## src/rtl/openfire_mem_pkg.sv

```systemverilog
// Shared constants for the openfire memory arbiter: FSM state codes,
// data access-size codes and big-endian byte-enable patterns.
package openfire_mem_pkg;

  localparam logic [1:0] ST_IDLE = 2'd0;
  localparam logic [1:0] ST_IBUS = 2'd1;
  localparam logic [1:0] ST_DBUS = 2'd2;
  localparam logic [1:0] ST_DONE = 2'd3;

  localparam logic [1:0] SZ_BYTE = 2'd0;
  localparam logic [1:0] SZ_HALF = 2'd1;
  localparam logic [1:0] SZ_WORD = 2'd2;
  localparam logic [1:0] SZ_RSVD = 2'd3;

  // be[3] covers bits 31:24, which is byte offset 0 (big-endian)
  localparam logic [3:0] BE_B0   = 4'b1000;
  localparam logic [3:0] BE_B1   = 4'b0100;
  localparam logic [3:0] BE_B2   = 4'b0010;
  localparam logic [3:0] BE_B3   = 4'b0001;
  localparam logic [3:0] BE_H0   = 4'b1100;
  localparam logic [3:0] BE_H2   = 4'b0011;
  localparam logic [3:0] BE_WORD = 4'b1111;

  // Misalignment: half-words need an even address, words (and the
  // reserved size, which behaves as a word) need a word address.
  function automatic logic f_misaligned(input logic [1:0] size,
                                        input logic [1:0] offset);
    logic mis;
    mis = 1'b0;
    case (size)
      SZ_BYTE: mis = 1'b0;
      SZ_HALF: mis = offset[0];
      default: mis = (offset != 2'b00);
    endcase
    return mis;
  endfunction

endpackage

```

## src/rtl/openfire_lane_steer.sv

```systemverilog
// Combinational big-endian lane steering: byte enables and replicated
// write data from size/offset, and right-justified zero-extended read data.
module openfire_lane_steer
  import openfire_mem_pkg::*;
(
  input  logic [1:0]  i_size,
  input  logic [1:0]  i_offset,
  input  logic [31:0] i_wdata,
  input  logic [31:0] i_rdata,
  output logic [3:0]  o_be,
  output logic [31:0] o_wdata,
  output logic [31:0] o_rdata
);

  // Decode the lanes for the current access size and byte offset
  always_comb begin
    o_be    = BE_WORD;
    o_wdata = i_wdata;
    o_rdata = i_rdata;
    case (i_size)
      SZ_BYTE: begin
        o_wdata = {4{i_wdata[7:0]}};
        case (i_offset)
          2'd0: begin o_be = BE_B0; o_rdata = {24'h0, i_rdata[31:24]}; end
          2'd1: begin o_be = BE_B1; o_rdata = {24'h0, i_rdata[23:16]}; end
          2'd2: begin o_be = BE_B2; o_rdata = {24'h0, i_rdata[15:8]};  end
          default: begin o_be = BE_B3; o_rdata = {24'h0, i_rdata[7:0]}; end
        endcase
      end
      SZ_HALF: begin
        o_wdata = {2{i_wdata[15:0]}};
        if (i_offset[1]) begin
          o_be    = BE_H2;
          o_rdata = {16'h0, i_rdata[15:0]};
        end else begin
          o_be    = BE_H0;
          o_rdata = {16'h0, i_rdata[31:16]};
        end
      end
      default: begin
        o_be    = BE_WORD;
        o_wdata = i_wdata;
        o_rdata = i_rdata;
      end
    endcase
  end

endmodule

```

## src/rtl/openfire_mem_arbiter.sv

```systemverilog
// Shares one single-port memory bus between the openfire instruction and
// data ports: data-first arbitration with an imem fairness override,
// big-endian lane steering, misalignment trapping and a bus timeout.
module openfire_mem_arbiter
  import openfire_mem_pkg::*;
#(
  parameter int TIMEOUT_CYCLES = 255,
  parameter int FAIR_LIMIT     = 4,
  parameter int CNT_W          = 8
) (
  input  logic        clock,
  input  logic        reset,
  input  logic [31:0] imem_addr,
  input  logic        imem_re,
  output logic [31:0] imem_data,
  output logic        imem_done,
  input  logic [31:0] dmem_addr,
  input  logic [31:0] dmem_data_w,
  input  logic        dmem_we,
  input  logic        dmem_re,
  input  logic [1:0]  dmem_input_sel,
  output logic [31:0] dmem_data_r,
  output logic        dmem_done,
  output logic        dmem_alignment_exception,
  output logic        bus_error,
  output logic [31:0] mem_addr,
  output logic [31:0] mem_wdata,
  output logic [3:0]  mem_be,
  output logic        mem_we,
  output logic        mem_req,
  input  logic        mem_ack,
  input  logic [31:0] mem_rdata
);

  localparam int FAIR_W = (FAIR_LIMIT < 1) ? 1 : $clog2(FAIR_LIMIT + 1);
  localparam logic [FAIR_W-1:0] LP_FAIR = FAIR_W'(FAIR_LIMIT);
  localparam logic [CNT_W-1:0] LP_TO_LAST =
    CNT_W'((TIMEOUT_CYCLES > 0) ? TIMEOUT_CYCLES - 1 : 0);
  localparam logic LP_TO_EN = (TIMEOUT_CYCLES > 0);
  localparam logic [31:0] LP_WORD_MASK = 32'hFFFF_FFFC;

  logic [1:0]        r_state;
  logic [FAIR_W-1:0] r_fair;
  logic [CNT_W-1:0]  r_cnt;
  logic [1:0]        r_size;
  logic [1:0]        r_off;
  logic [31:0]       r_mem_addr;
  logic [31:0]       r_mem_wdata;
  logic [3:0]        r_mem_be;
  logic              r_mem_we;
  logic              r_mem_req;
  logic [31:0]       r_imem_data;
  logic              r_imem_done;
  logic [31:0]       r_dmem_data_r;
  logic              r_dmem_done;
  logic              r_align_exc;
  logic              r_bus_error;

  logic              w_d_req;
  logic              w_force_i;
  logic              w_grant_d;
  logic              w_d_mis;
  logic              w_timeout;
  logic [1:0]        w_st_size;
  logic [1:0]        w_st_off;
  logic [3:0]        w_st_be;
  logic [31:0]       w_st_wdata;
  logic [31:0]       w_st_rdata;

  assign w_d_req   = dmem_re | dmem_we;
  assign w_force_i = imem_re & (r_fair == LP_FAIR);
  assign w_grant_d = w_d_req & ~w_force_i;
  assign w_d_mis   = f_misaligned(dmem_input_sel, dmem_addr[1:0]);
  assign w_timeout = LP_TO_EN & (r_cnt == LP_TO_LAST);

  // While idle the steering looks at the live request (to build the bus
  // word); once granted it uses the latched size/offset so a CPU flush
  // cannot disturb read-data extraction.
  assign w_st_size = (r_state == ST_IDLE) ? dmem_input_sel : r_size;
  assign w_st_off  = (r_state == ST_IDLE) ? dmem_addr[1:0] : r_off;

  openfire_lane_steer u_steer (
    .i_size   (w_st_size),
    .i_offset (w_st_off),
    .i_wdata  (dmem_data_w),
    .i_rdata  (mem_rdata),
    .o_be     (w_st_be),
    .o_wdata  (w_st_wdata),
    .o_rdata  (w_st_rdata)
  );

  // Arbitration FSM, bus driver, timeout and completion pulses
  always_ff @(posedge clock or negedge reset) begin
    if (!reset) begin
      r_state       <= ST_IDLE;
      r_fair        <= '0;
      r_cnt         <= '0;
      r_size        <= SZ_BYTE;
      r_off         <= 2'b00;
      r_mem_addr    <= 32'h0;
      r_mem_wdata   <= 32'h0;
      r_mem_be      <= 4'h0;
      r_mem_we      <= 1'b0;
      r_mem_req     <= 1'b0;
      r_imem_data   <= 32'h0;
      r_imem_done   <= 1'b0;
      r_dmem_data_r <= 32'h0;
      r_dmem_done   <= 1'b0;
      r_align_exc   <= 1'b0;
      r_bus_error   <= 1'b0;
    end else begin
      r_imem_done <= 1'b0;
      r_dmem_done <= 1'b0;
      r_align_exc <= 1'b0;
      r_bus_error <= 1'b0;
      case (r_state)
        ST_IDLE: begin
          r_cnt <= '0;
          if (w_grant_d) begin
            if (imem_re) r_fair <= r_fair + FAIR_W'(1);
            if (w_d_mis) begin
              r_align_exc <= 1'b1;
              r_state     <= ST_DONE;
            end else begin
              r_mem_addr  <= dmem_addr & LP_WORD_MASK;
              r_mem_wdata <= w_st_wdata;
              r_mem_be    <= w_st_be;
              r_mem_we    <= dmem_we;
              r_mem_req   <= 1'b1;
              r_size      <= dmem_input_sel;
              r_off       <= dmem_addr[1:0];
              r_state     <= ST_DBUS;
            end
          end else if (imem_re) begin
            r_fair      <= '0;
            r_mem_addr  <= imem_addr & LP_WORD_MASK;
            r_mem_wdata <= 32'h0;
            r_mem_be    <= BE_WORD;
            r_mem_we    <= 1'b0;
            r_mem_req   <= 1'b1;
            r_state     <= ST_IBUS;
          end
        end
        ST_IBUS, ST_DBUS: begin
          if (mem_ack || w_timeout) begin
            r_mem_req <= 1'b0;
            r_mem_we  <= 1'b0;
            r_state   <= ST_DONE;
            if (!mem_ack) r_bus_error <= 1'b1;
            if (r_state == ST_IBUS) begin
              r_imem_done <= 1'b1;
              r_imem_data <= mem_ack ? mem_rdata : 32'h0;
            end else begin
              r_dmem_done   <= 1'b1;
              r_dmem_data_r <= mem_ack ? w_st_rdata : 32'h0;
            end
          end else begin
            r_cnt <= r_cnt + CNT_W'(1);
          end
        end
        ST_DONE: begin
          r_cnt   <= '0;
          r_state <= ST_IDLE;
        end
        default: r_state <= ST_IDLE;
      endcase
    end
  end

  assign imem_data                = r_imem_data;
  assign imem_done                = r_imem_done;
  assign dmem_data_r              = r_dmem_data_r;
  assign dmem_done                = r_dmem_done;
  assign dmem_alignment_exception = r_align_exc;
  assign bus_error                = r_bus_error;
  assign mem_addr                 = r_mem_addr;
  assign mem_wdata                = r_mem_wdata;
  assign mem_be                   = r_mem_be;
  assign mem_we                   = r_mem_we;
  assign mem_req                  = r_mem_req;

endmodule
```

## config.mk

```make
export PLATFORM = sky130hd
export DESIGN_NAME = openfire_mem_arbiter
export DESIGN_NICKNAME = d
export VERILOG_FILES = /design/src/rtl/openfire_mem_pkg.sv /design/src/rtl/openfire_lane_steer.sv /design/src/rtl/openfire_mem_arbiter.sv
export SDC_FILE = /design/constraint.sdc
export NUM_CORES = 1
export LEC_CHECK = 0
export ABC_AREA = 0
export BUFFER_PORTS_ARGS = -buffer_cell sky130_fd_sc_hd__buf_2
export CORE_MARGIN = 2
export CORE_UTILIZATION = 25
export CTS_CLUSTER_DIAMETER = 50
export DETAILED_ROUTE_END_ITERATION = 10
export PLACE_DENSITY = 0.57
export SLEW_MARGIN = 20
export SYNTH_ARGS = -nofsm -noshare
export SYNTH_HDL_FRONTEND = slang
export SYNTH_SLANG_ARGS = --single-unit
```

## constraint.sdc

```tcl
create_clock -name clock -period 2.1 [get_ports clock]
set_input_delay 0.21 -clock clock [delete_from_list [all_inputs] [get_ports clock]]
set_output_delay 0.21 -clock clock [all_outputs]
set_load 0.05 [all_outputs]
```

==> impl_metrics.toml, run 1 <==
[worst_setup_path]
crit_fanout = 18
r2r_cells = 7
path_class = "reg -> reg"
r2r_start = "r_fair[1]"
crit_buf_inv = 2
path_delay_family = "simple AND/OR/NAND/NOR gates"
slowest_delay_ns = 0.37
critPathLaunchType = "flip-flop"
cp.required_ns = 2.40
critPathSlowestCell = "dfrtp_1"
critical_path_arrival_ns = 2.28
r2r_slack_ns = 0.11
setup.worst_path.end_class = "flip-flop"
reg2reg_to = "mem_addr[31]"
crit_path_cell_trace = "inv_1 > ha_1 > and3_1 > o41ai_4 > or2b_4 > buf_12 > mux2_2"

[synthesis]
synth_fa_ha_area_frac = 0.0101
synthMuxAreaShare = 0.168
synth_edf_count = 0
synth-compound-area-share = 0.149
ys_warn_count = 0
synth_top_area_cell = "dfrtp_1"
syn-cell-area_sq_um = 7460
synth_ff_type = "dfrtp_1"
synth_top_area_frac = 0.513
ys_seq_elements = 153
yosysUniqueCellTypes = 54
synth_top_family_by_area = "multiplexers"
syn_area_per_cell_sq_um = 11.0
ys_top_cells_by_area = "dfrtp_1 51%, mux2_2 11%, o21ai_0 5.1%, nand2_1 3.9%, mux2_1 3.3%"
ys_async_sr_fraction = 1.00
synthSimpleGateAreaFrac = 0.109
yosysSeqAreaShare = 0.513
synthXorXnorAreaFrac = 0.00587
netlist_instances = 681

[power_and_ir_drop]
ir_drop_uv = 680
p_leak_nw = 4.98
powerDensity_nw_per_um2 = 1900

[cts]
h-tree-depth = 4
clockRootBuffer = "clkbuf_16"
cts_inserted_buffers = 17
cts_buffer_depth = 2
cts_sinks = 153
clk_pin_slew_ns = 0.06
cts_tree = "built"
clkLatencyLatePin_ns = 0.42

[layout]
fin_nets = 1101
multiInputGateArea_sq_um = 3390
final_cell_mix = "268 x buf_2, 153 x dfrtp_1, 76 x nand2_1, 76 x o21ai_0, 71 x mux2_2"
syn_to_final_growth_pct = 37.3
fill_cells = 3088
drive_above_1_share = 0.445
final_common_cell = "buf_2"
finalNonFillerCells = 1364
register_area_sq_um = 3830

[timing]
skew_ns = 0.0103
fmax_mhz = 503
finalCriticalPeriod_ns = 1.99
fin_ws_ns = 0.113
worst_pin_slew_ns = 0.652
slew_violations = 0
hold_slack_ns = 0.0738
maxSlewHeadroom = 0.565
setup_violations = 0
rsz0062_at_grt = "false"
hold_viol_final = 0
post-route-period-util = 0.946

[placed_design]
dp_hpwl_um = 18300
place.gp.congestion = 0.839
portBuffers = 269
dpl_worst_slack_ns = -0.201
placed_cells = 1327

[hold_path]
hold_path_depth = 3
min_from = "mem_rdata[4]"
min_path_type = "in -> reg"
min_to = "imem_data[4]"

[floorplan]
io-pin-count = 274
dieArea_sq_um = 31300
core_sq_um = 29500
rows = 63
start_util = 0.253
die_width_um = 177
fp.dieH_um = 177

[global_routing]
track_usage = 0.157
grt_max_degree = 60
globalRouteOverflowTotal = 0
grt_pass1_vias = 6434
antenna_found_initial = 3
grt_pass1_wl_um = 37600

[route]
dr.pass1.iters = 6
ant_nets = 0
vias_per_cell = 4.74
drtIter0Drc = 393
drcViolationCount = 0
wl_per_cell_um = 18.3
vias = 6465
drt-total-wl_um = 25000

[run]
maxCapViolations = 0

[outcome]
outcome = "finished, final reports clean"
[state kept, by name, summed over array words and instances, names as in the netlist]
register,flops
dmem_data_r,32
imem_data,32
mem_wdata,32
mem_addr,30
r_cnt,8
mem_be,4
r_fair,3
r_off,2
r_size,2
r_state,2
bus_error,1
dmem_alignment_exception,1
dmem_done,1
imem_done,1
mem_req,1
mem_we,1
[per-stage QoR]
step	utilization	TNS (ns)	instance area, sq um	total power [W]
after floorplan	-	0	7480	0.0127
after global placement	0.323	-1.25	9520	0.0159
after detailed placement	0.323	-1.54	9520	0.0160
after CTS	0.346	0	10200	0.0195
after global routing	0.348	0	10200	0.0205
final	0.348	0	10200	0.0194
[synthesized netlist by cell type, types with 3 or more instances]
cell type and n:
dfrtp_1 153, nand2_1 77, o21ai_0 76, mux2_2 71
nand4_1 35, clkbuf_1 32, mux2_1 22, nor2_1 19
mux2i_1 18, o2bb2ai_1 16, inv_1 15, buf_2 14
a21oi_1 13, a211oi_1 9, a22o_1 9, a22oi_1 9
o31ai_1 9, a222oi_1 8, ha_1 6, buf_4 5
xnor2_1 5, buf_6 4, nor3_1 4, a21o_1 3
and3_1 3, nand2b_1 3, nor4b_1 3, o21a_1 3
or2_2 3, or3_1 3
[cells by family after synthesis]
group / after synthesis
AO/OA/AOI/OAI: 168
XOR/XNOR: 5
buffers and inverters: 70
adder cells (fa/ha/maj): 6
multiplexers: 113
other: 1
flip-flops: 153
AND/OR/NAND/NOR: 165
[final cells by class]
class / instances / share of cell area
inverters: 15 / 0.00550
multi-input cells: 459 / 0.331
repair buffers: 313 / 0.180
well taps: 390 / 0.0476
flip-flops and latches: 153 / 0.374
clock buffers: 21 / 0.0459
diodes: 3 / 0.000733
clock inverters: 10 / 0.0162
[worst max-delay path by stage]
stage,startpoint,to,slack (ns),depth (start not counted)
finish,r_fair[1],mem_addr[31],0.11,7
global route,r_fair[1],mem_addr[31],0.0007,7
CTS,r_fair[1],mem_wdata[19],0.06,7
detailed placement,r_state[0],dmem_data_r[3],-0.20,6
global placement,r_state[0],dmem_data_r[0],-0.17,6
floorplan,r_state[0],dmem_data_r[6],0.01,8
[layer usage]
layer / share of wire / wire (um) / vias up / global-route usage
met1: 0.44 / 11000 / 3179 / 0.206
li1: - / - / 3044 / -
met5: 0 / 0 / - / 0
met3: 0.057 / 1430 / 45 / 0.0406
met2: 0.48 / 11900 / 197 / 0.244
met4: 0.027 / 676 / 0 / 0.0682
[where the power goes]
group	leakage, nW	switching, W	total [W]	internal, W
logic	2.74	0.00781	0.0112	0.00338
clock network	0.306	0.00127	0.00336	0.00209
registers	1.93	0.000646	0.00488	0.00424
total	4.98	0.00973	0.0194	0.00971
[timing repair]
item,in CTS,in global routing
setup buffers,0,1
endpoints found under the setup margin,24,22
resized for setup,5,2
hold buffers,1,0
endpoints found under the hold margin,126,0
cloned,0,1
pin swaps,0,0
[worst reg2reg max path, cell delays in order, from the launching register on]
cell and delay, ns:
dfrtp_1 0.37, inv_1 0.05, ha_1 0.18, and3_1 0.20, o41ai_4 0.24, or2b_4 0.29
buf_12 0.19, mux2_2 0.35
Power figures use the tool's default switching activity.
==> run 2, diff against run 1 <==
PLACE_DENSITY = 0.46   (was 0.57)
SYNTH_HIERARCHICAL = 1   (was unset)
==> impl_metrics.toml, run 2 <==
[layout]
fin_nets = 1195
fill_cells = 3430
final_common_cell = "buf_2"
finalInstanceArea_sq_um = 11000
final_cell_mix = "268 x buf_2, 153 x dfrtp_1, 107 x inv_1"
drive_above_1_share = 0.430
utilization = 0.338
finalNonFillerCells = 1510
syn_to_final_growth_pct = 33.6

[worst_setup_path]
r2r_cells = 8
r2r_start = "r_state[1]"
setup.worst_path.end_class = "flip-flop"
critPathLaunchType = "flip-flop"
crit_fanout = 4
startpoint = "r_state[1]"
path_class = "reg -> reg"
r2r_slack_ns = -0.007
critical_path_arrival_ns = 2.42
cp.required_ns = 2.41

[floorplan]
die_width_um = 186
fp.dieH_um = 186
io-pin-count = 274
start_util = 0.253
rows = 66
dieArea_sq_um = 34400
core_sq_um = 32500

[synthesis]
synth_top_area_cell = "dfrtp_1"
ys_top_cells_by_area = "dfrtp_1 46%, mux2i_1 9.8%, mux2_2 8.9%, inv_1 5.0%, nand2_1 3.7%"
synth_top_area_frac = 0.464
synth_ff_type = "dfrtp_1"
ys_warn_count = 6
yosysUniqueCellTypes = 51
yosysMostFrequentCell = "dfrtp_1"
synth_edf_count = 0
syn-cell-area_sq_um = 8240
netlist_instances = 778
ys_top_cells_by_count = "153 x dfrtp_1, 109 x inv_1, 81 x mux2i_1, 81 x nand2_1, 65 x mux2_2"
syn_area_per_cell_sq_um = 10.6
ys_seq_elements = 153
ys_async_sr_fraction = 1.00
yosysSeqAreaShare = 0.464

[route]
wl_per_cell_um = 16.8
vias = 6452
vias_per_cell = 4.27
drtIter0Drc = 227
drt-total-wl_um = 25400
drcViolationCount = 0
ant_nets = 0
dr.pass1.iters = 5

[placed_design]
place_area_sq_um = 10200
dp_hpwl_um = 18300
placed_cells = 1466
dpl_worst_slack_ns = -0.0927
portBuffers = 269
place.gp.congestion = 0.758

[hold_path]
min_from = "dmem_data_w[0]"
hold_path_depth = 3
min_path_type = "in -> reg"

[outcome]
outcome = "finished, violations left"
violations = "setup timing"

[timing]
maxSlewHeadroom = 0.644
finalCriticalPeriod_ns = 2.11
setup_violations = 1
post-route-period-util = 1.00
fmax_mhz = 475
slew_violations = 0
fin_ws_ns = -0.00738
skew_ns = 0.0122
worst_pin_slew_ns = 0.533
hold_viol_final = 0
rsz0062_at_grt = "true"

[cts]
cts_tree = "built"
h-tree-depth = 4
clkLatencyLatePin_ns = 0.43
cts_sinks = 153
cts_buffer_depth = 2
clockRootBuffer = "clkbuf_16"
cts_inserted_buffers = 17
clk_pin_slew_ns = 0.07

[power_and_ir_drop]
finalPower_w = 0.0202
ir_drop_uv = 921
powerDensity_nw_per_um2 = 1830
p_leak_nw = 5.39

[global_routing]
track_usage = 0.148
grt_pass1_wl_um = 38500
globalRouteOverflowTotal = 0
antenna_found_initial = 5
grt_max_degree = 67
grt_pass1_vias = 6634

[run]
maxCapViolations = 0
run 2: cell count changes after synthesis, moves of 13 or more:
cell       delta
mux2_4       +20
o2bb2ai_1    -16
inv_1        +94
mux2_1       -19
and2_1       +16
o21ai_0      -33
clkbuf_1     -13
mux2i_1      +63
run 2: cell type report:
cell class / count / area [sq um] / share of cell area
Clock inverter: 12 / 128 / 0.0116
Clock buffer: 18 / 439 / 0.0399
Timing Repair Buffer: 316 / 1920 / 0.174
Antenna cell: 4 / 10.0 / 0.000909
Tap cell: 442 / 553 / 0.0502
Sequential cell: 153 / 3830 / 0.348
Inverter: 109 / 409 / 0.0372
Multi-Input combinational cell: 456 / 3730 / 0.338
run 2: repair_timing:
action                                  CTS  global route
endpoints found under the hold margin    42             0
hold buffers                              1             0
buffers inserted                          3             6
endpoints found under the setup margin   26            65
pin swaps                                 2            15
gates cloned                              0             1
gates resized for setup                   5            24
run 2: worst paths after layout:
| kind | endpoint |
|---|---|
| worst max-delay path | mem_be[1] |
| worst min-delay path | mem_wdata[0] |
| worst max register to register | mem_be[1] |
| worst min register to register | mem_addr[14] |
| max in group asynchronous | mem_addr[13] |
| min in group asynchronous | imem_data[4] |
run 2: cells by family after synthesis:
family                   synth area share
XOR/XNOR                          0.00637
AO/OA/AOI/OAI                      0.0788
adder cells (fa/ha/maj)           0.00911
buffers and inverters              0.0983
flip-flops                          0.464
other                            0.000455
AND/OR/NAND/NOR                     0.115
multiplexers                        0.228
run 2: worst max-delay path, cell delays in order (launching register included):
cell,delay (ns)
dfrtp_1,0.39
inv_2,0.08
ha_4,0.16
buf_6,0.10
mux2_4,0.33
nand2b_4,0.15
a21o_1,0.17
or3_1,0.34
mux2_4,0.26
run 2: power by group:
group / internal, W / total [W] / switching [W] / leakage [nW]
Clock: 0.00176 / 0.00308 / 0.00132 / 0.270
Sequential: 0.00427 / 0.00496 / 0.000689 / 1.91
Combinational: 0.00404 / 0.0122 / 0.00811 / 3.22
Total: 0.0101 / 0.0202 / 0.0101 / 5.39
run 2: routing by layer:
metal | global-route usage | wire, um
met5 | 0 | 34
met4 | 0.0353 | 231
met3 | 0.0526 | 1890
met2 | 0.236 | 11700
met1 | 0.191 | 11500
run 2: through the flow:
| stage | hold slack (ns) | TNS [ns] |
|---|---|---|
| after global routing | 0.0394 | -0.756 |
| after global placement | 0.191 | -0.955 |
| final | 0.0601 | -0.00738 |
| after CTS | 0.0297 | -0.00834 |
| after detailed placement | 0.192 | -1.21 |
| after floorplan | -0.0856 | -0.854 |
==> run 3, diff against run 2 <==
clock period = 1.9 ns   (was 2.1 ns; I/O delays follow)
==> impl_metrics.toml, run 3 (synthesis gave the netlist of run 2 again) <==
[global_routing]
grt_max_degree = 66
grt_pass1_vias = 6580
globalRouteOverflowTotal = 0
antenna_found_initial = 5
track_usage = 0.150
grt_pass1_wl_um = 39000

[layout]
syn_to_final_growth_pct = 39.9
fill_cells = 3432
utilization = 0.355
final_common_cell = "buf_2"
drive_above_1_share = 0.451
final_cell_mix = "269 x buf_2, 153 x dfrtp_1, 105 x inv_1"
finalNonFillerCells = 1535
fin_nets = 1220

[route]
wl_per_cell_um = 17.3
vias_per_cell = 4.38
drcViolationCount = 0
drt-total-wl_um = 26600
dr.pass1.iters = 4
vias = 6725
drtIter0Drc = 264
ant_nets = 0

[timing]
finalCriticalPeriod_ns = 2.01
fmax_mhz = 498
worst_pin_slew_ns = 0.686
hold_viol_final = 0
slew_violations = 0
fin_ws_ns = -0.109
setup_violations = 28
post-route-period-util = 1.06
skew_ns = 0.0115
rsz0062_at_grt = "true"
maxSlewHeadroom = 0.543

[worst_setup_path]
cp.depth = 7
critical_path_arrival_ns = 2.34
reg2reg_to = "mem_be[3]"
crit_buf_inv = 1
critPathLaunchType = "flip-flop"
crit_path_cell_trace = "inv_2 > ha_4 > mux2_4 > nand2b_4 > a21o_1 > or3_1 > mux2_4"
startpoint = "r_state[1]"
crit_fanout = 5
critPathSlowestCell = "dfrtp_1"
slowest_delay_ns = 0.39
endpoint = "mem_be[3]"
setup.worst_path.end_class = "flip-flop"
path_class = "reg -> reg"
path_delay_family = "multiplexers"
r2r_cells = 7
r2r_start = "r_state[1]"
cpMostUsedCell = "mux2_4"
r2r_slack_ns = -0.11
cp.required_ns = 2.23

[cts]
cts_buffer_depth = 2
cts_sinks = 153
cts_tree = "built"
clk_pin_slew_ns = 0.07
cts_inserted_buffers = 17
h-tree-depth = 4
clkLatencyLatePin_ns = 0.44
clockRootBuffer = "clkbuf_16"

[placed_design]
placed_cells = 1474
dp_hpwl_um = 18800
place.gp.congestion = 0.745
portBuffers = 269

[floorplan]
dieArea_sq_um = 34400
rows = 66
die_width_um = 186
fp.dieH_um = 186
start_util = 0.253
core_sq_um = 32500
io-pin-count = 274

[power_and_ir_drop]
p_leak_nw = 5.71
ir_drop_uv = 978
powerDensity_nw_per_um2 = 2050

[outcome]
outcome = "finished, violations left"
violations = "setup timing"

[hold_path]
min_path_type = "in -> reg"
min_from = "dmem_data_w[0]"

[run]
maxCapViolations = 0
run 3: cell count changes in the layout (fill, tap and decap cells not counted), moves of 4 or more:
cell	before	now
inv_6	1	7
o21ai_0	42	37
mux2_4	34	59
mux2_2	51	30
clkbuf_16	18	22
buf_6	5	12
clkinvlp_4	4	0
buf_4	26	32
clkinv_2	4	0
o21ai_1	7	12
run 3: timing repair:
| action | 4_1_cts | 5_1_grt |
|---|---|---|
| pin swaps | 16 | 9 |
| endpoints found under the setup margin | 75 | 98 |
| hold buffers | 4 | 0 |
| endpoints found under the hold margin | 43 | 0 |
| gates resized for setup | 24 | 48 |
| buffers inserted | 9 | 7 |
| cloned | 4 | 5 |
run 3: report_power, final:
part | internal [W] | switching (W)
sequential | 0.00472 | 0.000775
combinational | 0.00515 | 0.00926
clock | 0.00212 | 0.00160
run 3: worst min path at each step:
stage,end,slack (ns),cells after the start
after floorplan,bus_error,-0.11,0
after global placement,imem_data[30],0.15,1
after detailed placement,imem_data[30],0.14,1
after CTS,mem_wdata[4],0.006,3
after global routing,mem_wdata[4],0.03,3
final,mem_wdata[0],0.03,3
run 3: through the flow:
| step | hold WS (ns) | setup TNS [ns] | area [sq um] | power, W | setup WS (ns) |
|---|---|---|---|---|---|
| 6_report | 0.0350 | -1.96 | 11500 | 0.0236 | -0.109 |
| 3_5_place_dp | 0.145 | -7.46 | 10300 | 0.0189 | -0.333 |
| 3_3_place_gp | 0.147 | -5.36 | 10300 | 0.0188 | -0.287 |
| 2_1_floorplan | -0.106 | -5.36 | 8360 | 0.0154 | -0.343 |
| 4_1_cts | 0.00577 | -2.07 | 11200 | 0.0232 | -0.110 |
| 5_1_grt | 0.0287 | -5.21 | 11500 | 0.0250 | -0.231 |
run 3: area by class of cell:
| class | count | area [sq um] | area share |
|---|---|---|---|
| flip-flops and latches | 153 | 3830 | 0.332 |
| clock inverters | 15 | 205 | 0.0178 |
| diodes | 2 | 5.00 | 0.000434 |
| repair buffers | 340 | 2270 | 0.197 |
| inverters | 109 | 412 | 0.0357 |
| multi-input cells | 457 | 3840 | 0.333 |
| well taps | 442 | 553 | 0.0479 |
| clock buffers | 17 | 425 | 0.0369 |
run 3: metal layers:
metal / wire length [um] / global-route usage
met1: 12100 / 0.200
met5: 59 / 0
met2: 12100 / 0.233
met4: 398 / 0.0457
met3: 1940 / 0.0462
run 3: worst register-to-register path: stages (launching register included):
cell      delay (ns)
dfrtp_1         0.39
inv_2           0.08
ha_4            0.18
mux2_4          0.35
nand2b_4        0.15
a21o_1          0.14
or3_1           0.35
mux2_4          0.26
